$ cat src/rtl/rec_pkg.sv
// Shared record types for the packed-record writers and the receive-side unpacker.
// The reserved-bit helper is used only when STRUCT_UNPACKER_CHECK_EN is defined.
package rec_pkg;

  typedef logic [7:0] first_t;
  typedef logic [6:0] second_t;
  typedef logic [5:0] third_t;

  typedef struct packed {
    first_t  first;
    second_t second;
    third_t  third;
  } rec_t;

  localparam int REC_BYTES = 3;

  // Byte-index state; the last index is the final byte of a record.
  typedef enum logic [1:0] {
    S_B0 = 2'd0,
    S_B1 = 2'd1,
    S_B2 = 2'(REC_BYTES - 1)
  } state_t;

  function automatic logic rsv_violation(input logic b1_rsv, input logic [1:0] b2_rsv);
    return b1_rsv | (|b2_rsv);
  endfunction

endpackage

$ cat src/rtl/rec_out_reg.sv
// Single-entry output holding register with valid/ready handshake.
// With STRUCT_UNPACKER_CHECK_EN the reserved-bit error travels with the record.
module rec_out_reg
  import rec_pkg::*;
(
  input  logic clk,
  input  logic rst,
  input  logic load,
  input  rec_t rec_in,
`ifdef STRUCT_UNPACKER_CHECK_EN
  input  logic err_in,
  output logic err_out,
`endif
  input  logic out_ready,
  output logic out_valid,
  output rec_t rec_out
);

  logic valid_r;
  rec_t rec_r;
`ifdef STRUCT_UNPACKER_CHECK_EN
  logic err_r;
`endif

  // Load wins over a same-cycle handshake so back-to-back records never bubble.
  always_ff @(posedge clk) begin
    if (rst) begin
      valid_r <= 1'b0;
      rec_r   <= '{first: 8'd0, second: 7'd0, third: 6'd0};
`ifdef STRUCT_UNPACKER_CHECK_EN
      err_r   <= 1'b0;
`endif
    end else if (load) begin
      valid_r <= 1'b1;
      rec_r   <= rec_in;
`ifdef STRUCT_UNPACKER_CHECK_EN
      err_r   <= err_in;
`endif
    end else if (valid_r && out_ready) begin
      valid_r <= 1'b0;
      rec_r   <= rec_r;
`ifdef STRUCT_UNPACKER_CHECK_EN
      err_r   <= 1'b0;
`endif
    end else begin
      valid_r <= valid_r;
      rec_r   <= rec_r;
`ifdef STRUCT_UNPACKER_CHECK_EN
      err_r   <= err_r;
`endif
    end
  end

  assign out_valid = valid_r;
  assign rec_out   = rec_r;
`ifdef STRUCT_UNPACKER_CHECK_EN
  assign err_out   = err_r;
`endif

endmodule

$ cat src/rtl/struct_unpacker.sv
// Reassembles 3-byte records from a byte stream and presents them on a valid/ready output.
// Define STRUCT_UNPACKER_CHECK_EN to add the out_err reserved-bit flag.
module struct_unpacker
  import rec_pkg::*;
#(
  parameter int CNT_W = 16
) (
  input  logic             clk,
  input  logic             rst,
  input  logic             in_valid,
  output logic             in_ready,
  input  logic [7:0]       in_data,
  input  logic             flush,
  output logic             out_valid,
  input  logic             out_ready,
  output logic [7:0]       out_first,
  output logic [6:0]       out_second,
  output logic [5:0]       out_third,
`ifdef STRUCT_UNPACKER_CHECK_EN
  output logic             out_err,
`endif
  output logic [CNT_W-1:0] rec_count
);

  state_t            state_r;
  state_t            state_next_s;
  first_t            first_r;
  second_t           second_r;
  logic              in_ready_s;
  logic              accept_s;
  logic              load_s;
  logic              out_valid_s;
  rec_t              rec_in_s;
  rec_t              rec_out_s;
  logic [CNT_W-1:0]  rec_count_r;
`ifdef STRUCT_UNPACKER_CHECK_EN
  logic              rsv1_r;
  logic              err_in_s;
  logic              err_out_s;
`endif

  // State register.
  always_ff @(posedge clk) begin
    if (rst) state_r <= S_B0;
    else     state_r <= state_next_s;
  end

  // Next-state: flush overrides any byte accepted in the same cycle.
  always_comb begin
    state_next_s = state_r;
    if (flush) begin
      state_next_s = S_B0;
    end else if (accept_s) begin
      case (state_r)
        S_B0:    state_next_s = S_B1;
        S_B1:    state_next_s = S_B2;
        S_B2:    state_next_s = S_B0;
        default: state_next_s = S_B0;
      endcase
    end else begin
      state_next_s = state_r;
    end
  end

  // Handshake decode: only the last byte waits for room in the output register.
  always_comb begin
    in_ready_s = 1'b1;
    case (state_r)
      S_B2:    in_ready_s = !out_valid_s || out_ready;
      default: in_ready_s = 1'b1;
    endcase
    accept_s = in_valid && in_ready_s;
    load_s   = accept_s && !flush && (state_r == S_B2);
  end

  // Staging for B0/B1; reserved bits kept only when checking is enabled.
  always_ff @(posedge clk) begin
    if (rst) begin
      first_r  <= 8'd0;
      second_r <= 7'd0;
`ifdef STRUCT_UNPACKER_CHECK_EN
      rsv1_r   <= 1'b0;
`endif
    end else if (accept_s && !flush) begin
      case (state_r)
        S_B0: first_r <= in_data;
        S_B1: begin
          second_r <= in_data[6:0];
`ifdef STRUCT_UNPACKER_CHECK_EN
          rsv1_r   <= in_data[7];
`endif
        end
        default: first_r <= first_r;
      endcase
    end else begin
      first_r <= first_r;
    end
  end

  // Delivered-record counter, wraps naturally.
  always_ff @(posedge clk) begin
    if (rst)                          rec_count_r <= {CNT_W{1'b0}};
    else if (out_valid_s && out_ready) rec_count_r <= rec_count_r + {{(CNT_W-1){1'b0}}, 1'b1};
    else                              rec_count_r <= rec_count_r;
  end

  assign rec_in_s = '{first: first_r, second: second_r, third: in_data[5:0]};
`ifdef STRUCT_UNPACKER_CHECK_EN
  assign err_in_s = rsv_violation(rsv1_r, in_data[7:6]);
`endif

  rec_out_reg u_out (
    .clk       (clk),
    .rst       (rst),
    .load      (load_s),
    .rec_in    (rec_in_s),
`ifdef STRUCT_UNPACKER_CHECK_EN
    .err_in    (err_in_s),
    .err_out   (err_out_s),
`endif
    .out_ready (out_ready),
    .out_valid (out_valid_s),
    .rec_out   (rec_out_s)
  );

  assign in_ready   = in_ready_s;
  assign out_valid  = out_valid_s;
  assign out_first  = rec_out_s.first;
  assign out_second = rec_out_s.second;
  assign out_third  = rec_out_s.third;
  assign rec_count  = rec_count_r;
`ifdef STRUCT_UNPACKER_CHECK_EN
  assign out_err    = err_out_s;
`endif

endmodule

$ cat config.mk
export PLATFORM = sky130hd
export DESIGN_NAME = struct_unpacker
export DESIGN_NICKNAME = d
export VERILOG_FILES = /design/src/rtl/rec_pkg.sv /design/src/rtl/rec_out_reg.sv /design/src/rtl/struct_unpacker.sv
export SDC_FILE = /design/constraint.sdc
export NUM_CORES = 1
export LEC_CHECK = 0
export BUFFER_PORTS_ARGS = -buffer_cell sky130_fd_sc_hd__clkbuf_2
export CAP_MARGIN = 30
export CORE_MARGIN = 2
export CORE_UTILIZATION = 52
export CTS_BUF_LIST = sky130_fd_sc_hd__clkbuf_8 sky130_fd_sc_hd__clkbuf_16
export DETAILED_ROUTE_END_ITERATION = 12
export GPL_ROUTABILITY_DRIVEN = 0
export PLACE_DENSITY = 0.78
export SETUP_SLACK_MARGIN = 0.5
export SYNTH_ARGS = -nofsm -noshare
export SYNTH_HDL_FRONTEND = slang
export SYNTH_SLANG_ARGS = --single-unit
export TNS_END_PERCENT = 20
$ cat constraint.sdc
create_clock -name clk -period 2.02 [get_ports clk]
set_clock_uncertainty 0.1 [all_clocks]
set_input_delay 0.303 -clock clk [delete_from_list [all_inputs] [get_ports clk]]
set_output_delay 0.303 -clock clk [all_outputs]
set_load 0.01 [all_outputs]
Yosys cells after proc, flatten, opt, wreduce, memory -nomap -nowiden
Index checks and enable logic that the tools add are counted.
Widths: inputs -> output; s select.
{"block": "totals", "output_inout_bits": 39, "elab_cells": 27, "ff_bits": 55, "in_bits": 13}
{"block": "classes", "n_reduce_logical": 12, "add_sub_neg": 1, "n_mux": 4, "n_eq_ne": 2}
{"operator": "$add 16x1->16 const B", "n": 1}
{"operator": "$logic_and 1x1->1", "n": 4}
{"operator": "$pmux 2 s2", "n": 1}
{"operator": "$reduce_and 2->1", "n": 2}
{"operator": "$mux 1", "n": 3}
{"operator": "$eq 2x1->1 const B", "n": 1}
{"operator": "$eq 2x2->1 const B", "n": 1}
{"operator": "$logic_not 1->1", "n": 2}
{"operator": "$logic_not 2->1", "n": 1}
{"operator": "$reduce_bool 2->1", "n": 1}
{"operator": "$reduce_or 2->1", "n": 1}
{"operator": "$logic_or 1x1->1", "n": 1}

Longest topological paths before layout
Gate-level depths: netlist of run 1.
{"block": "depth", "word_depth": 7, "mapped_depth": 5, "depth_no_buf": 5}

Modules after synthesis
Synthesis of run 1 repeated with hierarchy kept, for this count alone.
{"block": "hier_totals", "cells_unflattened": 229, "area_unflattened_um2": 2217.1}
{"module": "struct_unpacker", "cells_each": 157, "n_inst": 1, "area_each_um2": 1412.6, "seq_area_each_um2": 660.6}
{"module": "rec_out_reg", "cells_each": 72, "n_inst": 1, "area_each_um2": 804.5, "seq_area_each_um2": 440.4}

Worst setup path after synthesis of run 1
No wires, ideal clock.
{"block": "synth_timing", "path_kind": "register -> register", "start": "register rec_count_r[0] (netlist: rec_count[0])", "end": "register rec_count_r[14] (netlist: rec_count[14])", "arrival_ps": 1710, "path_stages_with_launch": 6, "setup_slack_ps": 140, "setup_time_ps": 70, "path_buffers": 0, "cell_sequence": "dfxtp_1 ha_1 nand4_2 or4_4 or3_1 a21oi_1"}
{"block": "synth_between", "elab_chain_len": 1}
{"element": "start: declaration", "line": "struct_unpacker.sv:35", "source": "logic [CNT_W-1:0] rec_count_r;"}
{"element": "start signal: assignment", "line": "struct_unpacker.sv:102", "source": "if (rst) rec_count_r <= {CNT_W{1'b0}};"}
{"element": "start signal: assignment", "line": "struct_unpacker.sv:103", "source": "else if (out_valid_s && out_ready) rec_count_r <= rec_count_r + {{(CNT_W-1){1'b0}}, 1'b1};"}
{"element": "start signal: assignment", "line": "struct_unpacker.sv:104", "source": "else rec_count_r <= rec_count_r;"}
{"element": "$add 16x1->16", "line": "struct_unpacker.sv:103"}
No other way between the ends.
A chain may end at the register's enable or synchronous reset.

Final worst setup path of run 1
{"block": "layout_timing", "start": "register rec_count_r[1] (netlist: rec_count[1])", "end": "register rec_count_r[12] (netlist: rec_count[12])"}
The elaborated chain is that of the path after synthesis.

==> flow_summary_export.csv, run 1 <==
group,metric,value,unit
clocking,clockBufferDepth,2,
synth,asyncSetResetFlopFracSynth,0,%
detailed_routing,post-route-drc-count,0,
final_layout,diodes,0,
detailed_routing,drtPass1Iterations,4,
detailed_routing,postRouteAntennaNets,0,
die,core_region_area,0.003971,mm2
power_and_ir_drop,power.density,665.7,mW/mm2
timing,timing.hold.ws,91.93,ps
synth,area_of_the_mapped_netlist,0.002118,mm2
final_layout,num-nets-final,326,
detailed_routing,routedLengthMet1,2.127,mm
global_routing,grt_pass1_vias,1568,
worst_setup_path,setup.worst_path.end_class,"register",
timing,setup_viol,0,
die,die_outline_area,0.004600,mm2
timing,post-route-period-util,84.46,%
synth,seq_area_frac_synth,51.98,%
timing,maxSlewHeadroom,63.35,%
power_and_ir_drop,finalPower,1.788,mW
synth,number_of_enable_type_register_cells_in_the_synthesized_netlist,0,
synth,biggest_area_contributors_in_the_synthesized_netlist,"sky130_fd_sc_hd__dfxtp_1 52%, sky130_fd_sc_hd__nand2_1 12%, sky130_fd_sc_hd__a21oi_1 9.0%",
clocking,clk_pin_slew,100,ps
clocking,clk_latency,310,ps
timing,rsz0062_at_grt,"true",
global_routing,antenna_found_initial,0,
synth,synth_common_cells,"66 x sky130_fd_sc_hd__nand2_1, 55 x sky130_fd_sc_hd__dfxtp_1, 38 x sky130_fd_sc_hd__a21oi_1, 20 x sky130_fd_sc_hd__nor2_1, 10 x sky130_fd_sc_hd__clkbuf_1",
synth,postSynthRegisterBits,55,
worst_setup_path,startpoint_type,"register",
outcome,run_status,"completed",
synth,postSynthNetCount,269,
power_and_ir_drop,ir_worst_vdd,457.5,uV
global_routing,grt_overflow_total,0,
final_layout,fin_cells,363,
timing,report.final.hold_viol_count,0,
final_layout,fill_cells,348,
die,rows,23,
final_layout,finish.instance_area,0.002685,mm2
synth,synth_cell_types,28,
final_layout,largest_register_ffs,21,
clocking,clkSinkCount,55,
clocking,htree_num_levels,2,
place,place_inst,349,
synth,yosys_most_used_dff,"sky130_fd_sc_hd__dfxtp_1",
clocking,cts_tree,"built",
final_layout,flow.area_growth_from_synthesis,26.76,%
worst_setup_path,maximum_fanout_encountered_on_the_critical_timing_path,5,
detailed_routing,detailroute.wirelength.met3,255,um
synth,synth_largest_type_area_fraction,51.98,%
worst_setup_path,critical_path_class,"register to register",
global_routing,grt_start_max_net_pins,35,
die,die-width,67.83,um
detailed_routing,mean_routed_wirelength_per_cell,12.49,um
die,boundaryPins,52,
place,place_area,0.002489,mm2
synth,synth.largest_area_cell,"sky130_fd_sc_hd__dfxtp_1",
detailed_routing,postRouteWirelength,4.533,mm
place,dpl.hpwl,3.064,mm
worst_setup_path,crit_arrival,1850,ps
clocking,cts-buffers-inserted,5,
detailed_routing,detail_route.iter0.violations,92,
synth,netlist_instances,255,
power_and_ir_drop,static_leakage,1.040,nW
final_layout,drive_gt1_share,30.03,%
timing,fmax,586.2,MHz
synth,post-synth-top-count-cell,"sky130_fd_sc_hd__nand2_1",
global_routing,wire_length_of_the_first_global_routing_pass,6.982,mm
timing,setup_total_negative_slack,0,ps
synth,synthesis.area_per_instance,8.307,um2
worst_setup_path,worst_ep_required_time,2160,ps
global_routing,grt_usage,20.22,%
detailed_routing,met2_wire_length,2.095,mm
die,floorplan.initialDensity,53.34,%
synth,yosys_warnings,0,
place,io_buffer_count,51,
timing,final_period_minus_worst_setup_slack,1706,ps
timing,drv_slew,0,
flow_run,max-cap-violations,0,
detailed_routing,topRoutingLayerUsed,"met4",
worst_hold_path,min-delay-path-class,"input pin to register",
detailed_routing,vias_per_cell,5.096,
clocking,root_buffer,"sky130_fd_sc_hd__clkbuf_8",
die,dieHeight,67.83,um
detailed_routing,vias,1850,
timing,max_slew.worst_pin.slew,549.8,ps
==> area by class of cell <==
cell class                 instances  area (um2)  area share, %
clock buffer                       5       68.82          2.563
clock inverter                     3       22.52         0.8388
inverter                           2       7.507         0.2796
multi-input combinational        186        1041          38.77
sequential                        55        1125          41.89
tap                               50       62.56          2.330
timing repair buffer              62       357.8          13.33
==> path summary, 6_finish.rpt <==
path	startpoint	end	slack (ps)	depth (start not counted)
max	rec_count[1]	rec_count[12]	310	5
min	flush	state_r[0]	90	2
max reg2reg	rec_count[1]	rec_count[12]	310	5
min reg2reg	second_r[6]	u_out.rec_out[12]	360	2
==> cell families after synthesis <==
kind of cell               synth area share [%]
and+or+nand+nor                           26.40
DFF                                       51.98
AOI/OAI and AO/OA                         10.81
buffers and inverters                     2.481
muxes                                     4.844
xor gates and xnor gates                  2.894
adders and majority gates                0.5906
==> critical path, cell delays in order, from the launching register on <==
cell	delay, ps
sky130_fd_sc_hd__dfxtp_4	370
sky130_fd_sc_hd__ha_4	150
sky130_fd_sc_hd__nand4_4	100
sky130_fd_sc_hd__or4_4	460
sky130_fd_sc_hd__or3_4	340
sky130_fd_sc_hd__a21oi_2	120
==> cells in the final DEF, fill, tap and decap left out, types with 2 or more instances in the layout <==
| master | n |
|---|---|
| sky130_fd_sc_hd__inv_6 | 2 |
| sky130_fd_sc_hd__mux2_2 | 2 |
| sky130_fd_sc_hd__o21ai_0 | 6 |
| sky130_fd_sc_hd__dfxtp_2 | 7 |
| sky130_fd_sc_hd__nor4_1 | 2 |
| sky130_fd_sc_hd__nand2b_1 | 4 |
| sky130_fd_sc_hd__nand3_4 | 2 |
| sky130_fd_sc_hd__dfxtp_1 | 44 |
| sky130_fd_sc_hd__xor2_1 | 2 |
| sky130_fd_sc_hd__nand3_1 | 7 |
| sky130_fd_sc_hd__clkbuf_2 | 51 |
| sky130_fd_sc_hd__inv_1 | 2 |
| sky130_fd_sc_hd__nor3_1 | 5 |
| sky130_fd_sc_hd__mux2i_1 | 8 |
| sky130_fd_sc_hd__dfxtp_4 | 4 |
| sky130_fd_sc_hd__a21oi_1 | 37 |
| sky130_fd_sc_hd__nor2b_1 | 3 |
| sky130_fd_sc_hd__xnor2_1 | 4 |
| sky130_fd_sc_hd__buf_6 | 2 |
| sky130_fd_sc_hd__nor2_1 | 20 |
| sky130_fd_sc_hd__or3_1 | 4 |
| sky130_fd_sc_hd__buf_4 | 8 |
| sky130_fd_sc_hd__clkbuf_8 | 5 |
| sky130_fd_sc_hd__nand2_1 | 66 |
==> layer usage <==
layer  vias to the layer above  global-route usage, %
li1                        972                      -
met1                       824                  26.49
met2                        50                  32.23
met3                         4                  5.263
met4                         0                  7.500
met5                         -                      0
==> stage by stage <==
step | utilization (%) | setup slack [ps]
detailed placement | 62.67 | 207.6
global placement | 62.67 | 279.9
floorplan | - | 378.6
global route | 67.61 | 238.0
finish | 67.61 | 314.0
CTS | 65.78 | 265.2
==> power by group <==
group | switching, mW | internal (mW)
sequential | 0.00675 | 1.09
combinational | 0.0486 | 0.0287
clock | 0.363 | 0.251
==> timing repair <==
item | CTS | global route
gates resized for setup | 3 | 10
hold buffers | 0 | 0
pin swaps | 0 | 4
endpoints found under the hold margin | 0 | 0
setup endpoints to repair | 7 | 32
buffers inserted | 2 | 4
Note: power is estimated with default switching activity, not from simulation.
==> inputs of run 2 (changes only) <==
- clock period: 2.02 -> 1.6 ns (I/O delays scaled with it)
==> flow_summary_export.csv, run 2 (synthesis gave the netlist of run 1 again) <==
group,metric,value,unit
global_routing,wire_length_of_the_first_global_routing_pass,7.941,mm
worst_setup_path,worst_ep_required_time,1750,ps
worst_setup_path,setup.worst_path.end_class,"register",
clocking,clkSinkCount,55,
final_layout,drive_gt1_share,48.79,%
worst_setup_path,setup.reg_to_reg.worst_slack,-80,ps
place,dpl.hpwl,3.298,mm
clocking,ctsHoldBuffers,0,
timing,report.final.hold_viol_count,0,
die,core_region_area,0.003971,mm2
timing,rsz0062_at_grt,"true",
global_routing,antenna_found_initial,0,
worst_setup_path,worst_reg2reg_path_depth,5,
worst_hold_path,min-delay-path-class,"input pin to register",
final_layout,fin_cells,380,
place,place_inst,361,
worst_setup_path,reg2reg_to,"rec_count[12]",
timing,setup_total_negative_slack,-149.4,ps
clocking,htree_num_levels,2,
timing,final_period_minus_worst_setup_slack,1679,ps
detailed_routing,postRouteAntennaNets,0,
clocking,clk_latency,310,ps
power_and_ir_drop,static_leakage,1.502,nW
outcome,run_status,"complete, but fails checks",
worst_setup_path,startpoint_type,"register",
flow_run,max-cap-violations,0,
worst_setup_path,critical_path_class,"register to register",
timing,drv_slew,0,
final_layout,finish.instance_area,0.003224,mm2
global_routing,grt_overflow_total,0,
worst_setup_path,crit_arrival,1830,ps
clocking,clk_pin_slew,100,ps
detailed_routing,detail_route.iter0.violations,128,
detailed_routing,post-route-drc-count,0,
worst_setup_path,critPathLaunch,"rec_count[1]",
clocking,root_buffer,"sky130_fd_sc_hd__clkbuf_8",
global_routing,grt_usage,23.41,%
detailed_routing,drtPass1Iterations,4,
final_layout,num-nets-final,343,
outcome,failed_checks,"setup timing",
power_and_ir_drop,power.density,715.5,mW/mm2
die,boundaryPins,52,
place,place_area,0.002645,mm2
timing,timing.hold.ws,24.01,ps
worst_setup_path,maximum_fanout_encountered_on_the_critical_timing_path,4,
clocking,clockBufferDepth,2,
timing,postLayoutSetupSlackWorst,-79.45,ps
clocking,cts_tree,"built",
timing,post-route-period-util,105.0,%
detailed_routing,mean_routed_wirelength_per_cell,15.97,um
die,die-width,67.83,um
final_layout,flow.area_growth_from_synthesis,52.21,%
die,floorplan.initialDensity,53.34,%
timing,maxSlewHeadroom,74.69,%
detailed_routing,vias_per_cell,5.539,
die,die_outline_area,0.004600,mm2
detailed_routing,vias,2105,
die,rows,23,
final_layout,diodes,0,
timing,max_slew.worst_pin.slew,379.7,ps
detailed_routing,postRouteWirelength,6.070,mm
global_routing,grt_start_max_net_pins,29,
global_routing,grt_pass1_vias,1651,
worst_setup_path,timing.critical_path.to,"rec_count[12]",
timing,setup_viol,2,
die,dieHeight,67.83,um
place,io_buffer_count,51,
timing,fmax,595.4,MHz
final_layout,mostFrequentLayoutCells,"44 x sky130_fd_sc_hd__nand2_1, 44 x sky130_fd_sc_hd__clkbuf_2, 40 x sky130_fd_sc_hd__dfxtp_1",
power_and_ir_drop,ir_worst_vdd,599.9,uV
clocking,cts-buffers-inserted,5,
worst_setup_path,r2r-start,"rec_count[1]",
final_layout,largest_register_ffs,21,
-- run 2: worst min path at each step --
stage | start | to | slack (ps) | cells past startpoint
after floorplan | flush | state_r[0] | 220 | 1
after global placement | first_r[0] | u_out.rec_out[13] | 340 | 2
after detailed placement | second_r[0] | u_out.rec_out[6] | 340 | 2
after CTS | flush | state_r[1] | 8 | 2
after global routing | flush | state_r[0] | 20 | 2
final | flush | state_r[1] | 20 | 2
-- run 2: final cells by class --
type | count | area (um2)
clock buffer | 5 | 68.82
timing repair buffer | 79 | 604.3
sequential | 55 | 1137
clock inverter | 3 | 22.52
multi-input combinational | 186 | 1321
fill | 228 | 747.0
tap | 50 | 62.56
inverter | 2 | 7.507
-- run 2: worst max-delay path, stage by stage, from the launching register on --
cell and delay, ps:
sky130_fd_sc_hd__dfxtp_4 370, sky130_fd_sc_hd__ha_4 150, sky130_fd_sc_hd__nand4_4 100, sky130_fd_sc_hd__or4_4 440
sky130_fd_sc_hd__or3_1 320, sky130_fd_sc_hd__a21oi_1 140
-- run 2: per-layer routing --
| metal | wire [um] | vias up | GRT usage, % |
|---|---|---|---|
| met1 | 2503 | 1007 | 32.23 |
| met5 | 0 | - | 0 |
| met2 | 3040 | 75 | 36.15 |
| met3 | 338 | 18 | 4.441 |
| li1 | - | 1005 | - |
| met4 | 187 | 0 | 9.500 |
-- run 2: where the power goes --
| part | internal, mW | total [mW] | leakage [nW] | switching (mW) |
|---|---|---|---|---|
| Sequential | 1.37 | 1.39 | 0.454 | 0.0159 |
| Combinational | 0.0377 | 0.118 | 0.998 | 0.0804 |
| Clock | 0.319 | 0.802 | 0.0504 | 0.484 |
| Total | 1.73 | 2.31 | 1.50 | 0.580 |
-- run 2: stage by stage --
stage	utilization, %	worst slack [ps]	power [mW]
final	81.19	-79.45	2.307
after global routing	81.19	-107.3	2.378
after CTS	75.08	-49.88	2.295
after detailed placement	66.60	-36.07	1.508
after global placement	66.60	0.5224	1.507
after floorplan	-	-36.50	1.463
-- run 2: timing repair --
item | CTS | global route
gates resized for setup | 43 | 55
setup buffers | 7 | 1
setup endpoints to repair | 89 | 91
gates cloned | 2 | 1
pin swaps | 44 | 26
==> inputs of run 3 (changes only) <==
--- a/config.mk
+++ b/config.mk
@@ -14,4 +14,5 @@
 export GPL_ROUTABILITY_DRIVEN = 0
 export PLACE_DENSITY = 0.78
+export REMOVE_ABC_BUFFERS = 1
 export SETUP_SLACK_MARGIN = 0.5
 export SYNTH_ARGS = -nofsm -noshare
==> constraint.sdc (replaced) <==
create_clock -name clk -period 1.6 [get_ports clk]
set_clock_uncertainty 0.1 [all_clocks]
set_input_delay 0.16 -clock clk [delete_from_list [all_inputs] [get_ports clk]]
set_output_delay 0.16 -clock clk [all_outputs]
set_load 0.01 [all_outputs]
==> flow_summary_export.csv, run 3 (synthesis gave the netlist of run 1 again) <==
group,metric,value,unit
clocking,clockBufferDepth,2,
timing,postLayoutSetupSlackWorst,-202.5,ps
final_layout,fin_cells,398,
power_and_ir_drop,static_leakage,1.448,nW
clocking,clk_latency,320,ps
timing,setup_viol,7,
timing,timing.hold.ws,134.2,ps
timing,setup_total_negative_slack,-455.5,ps
outcome,failed_checks,"setup timing",
place,place_area,0.002636,mm2
clocking,root_buffer,"sky130_fd_sc_hd__clkbuf_8",
clocking,htree_num_levels,2,
timing,report.final.hold_viol_count,0,
die,rows,23,
global_routing,grt_start_max_net_pins,23,
die,dieHeight,67.83,um
detailed_routing,postRouteWirelength,6.205,mm
worst_setup_path,critical_path_class,"register to register",
timing,final_period_minus_worst_setup_slack,1803,ps
final_layout,finish.instance_area,0.003362,mm2
clocking,cts-buffers-inserted,5,
final_layout,num-nets-final,361,
final_layout,flow.area_growth_from_synthesis,58.71,%
timing,max_slew.worst_pin.slew,349.8,ps
global_routing,antenna_found_initial,0,
die,die_outline_area,0.004600,mm2
worst_hold_path,min-delay-path-class,"input pin to register",
worst_setup_path,startpoint_type,"register",
final_layout,drive_gt1_share,51.72,%
detailed_routing,drtPass1Iterations,4,
place,io_buffer_count,51,
worst_setup_path,crit_arrival,1960,ps
global_routing,wire_length_of_the_first_global_routing_pass,8.687,mm
final_layout,final_common_cell,"sky130_fd_sc_hd__nand2_1",
detailed_routing,detail_route.iter0.violations,90,
outcome,run_status,"complete, but fails checks",
detailed_routing,postRouteAntennaNets,0,
detailed_routing,mean_routed_wirelength_per_cell,15.59,um
power_and_ir_drop,ir_worst_vdd,747.5,uV
timing,maxSlewHeadroom,76.66,%
flow_run,max-cap-violations,0,
global_routing,grt_usage,25.59,%
timing,post-route-period-util,112.7,%
timing,fmax,554.8,MHz
worst_setup_path,setup.worst_path.end_class,"register",
global_routing,grt_pass1_vias,1994,
place,dpl.hpwl,3.401,mm
place,place_inst,376,
worst_setup_path,worst_ep_required_time,1750,ps
detailed_routing,vias_per_cell,5.425,
die,boundaryPins,52,
detailed_routing,vias,2159,
final_layout,largest_register_ffs,21,
worst_setup_path,maximum_fanout_encountered_on_the_critical_timing_path,4,
die,floorplan.initialDensity,53.34,%
die,core_region_area,0.003971,mm2
timing,drv_slew,0,
power_and_ir_drop,power.density,699.4,mW/mm2
worst_hold_path,min_delay_path_depth,2,
clocking,cts_tree,"built",
timing,rsz0062_at_grt,"true",
final_layout,diodes,0,
clocking,clkSinkCount,55,
worst_setup_path,worst_reg2reg_path_depth,5,
detailed_routing,post-route-drc-count,0,
power_and_ir_drop,finalPower,2.351,mW
final_layout,mostFrequentLayoutCells,"44 x sky130_fd_sc_hd__nand2_1, 41 x sky130_fd_sc_hd__dfxtp_1, 40 x sky130_fd_sc_hd__clkbuf_2, 26 x sky130_fd_sc_hd__buf_6, 23 x sky130_fd_sc_hd__a21oi_2",
global_routing,grt_overflow_total,0,
die,die-width,67.83,um
clocking,clk_pin_slew,110,ps
-- run 3: cell type report --
class | instances | area, um2
clock buffers | 5 | 68.82
clock inverters | 3 | 27.53
fillers | 228 | 609.3
inverters | 2 | 7.507
multi-input cells | 186 | 1326
flip-flops and latches | 55 | 1126
well taps | 50 | 62.56
repair buffers | 97 | 743.2
-- run 3: where the power goes --
group	leakage, nW	total (mW)	internal [mW]	switching, mW
clock network	0.0463	0.818	0.322	0.496
logic	0.950	0.141	0.0591	0.0816
registers	0.452	1.39	1.38	0.0144
-- run 3: timing repair --
action,CTS,global route
buffers inserted,2,2
pin swaps,61,27
setup endpoints to repair,68,76
hold buffers,9,0
cloned,1,0
hold endpoints to repair,15,0
resized for setup,84,58
-- run 3: path summary, 6_finish.rpt --
path                      endpoint        startpoint  slack, ps
setup / recovery     rec_count[12]      rec_count[0]       -200
hold reg to reg   u_out.rec_out[6]  u_out.rec_out[6]        360
hold / removal       rec_count[12]               rst        130
setup reg to reg     rec_count[12]      rec_count[0]       -200
-- run 3: worst max-delay path, cell delays in order (launching register included) --
cell,delay [ps]
sky130_fd_sc_hd__dfxtp_2,370
sky130_fd_sc_hd__ha_4,150
sky130_fd_sc_hd__nand4_4,100
sky130_fd_sc_hd__or4_4,530
sky130_fd_sc_hd__or3_4,350
sky130_fd_sc_hd__a21oi_2,150
-- run 3: stage by stage --
step / util, % / worst slack (ps)
3_3_place_gp: 66.38 / -116.1
2_1_floorplan: - / -592.6
3_5_place_dp: 66.38 / -183.3
5_1_grt: 84.66 / -238.4
4_1_cts: 79.17 / -113.0
6_report: 84.66 / -202.5
-- run 3: metal layers --
| metal | routed length [um] | GRT usage (%) |
|---|---|---|
| met3 | 301 | 5.921 |
| met5 | 0 | 0 |
| met1 | 2401 | 28.23 |
| met4 | 154 | 9.000 |
| met2 | 3348 | 47.79 |
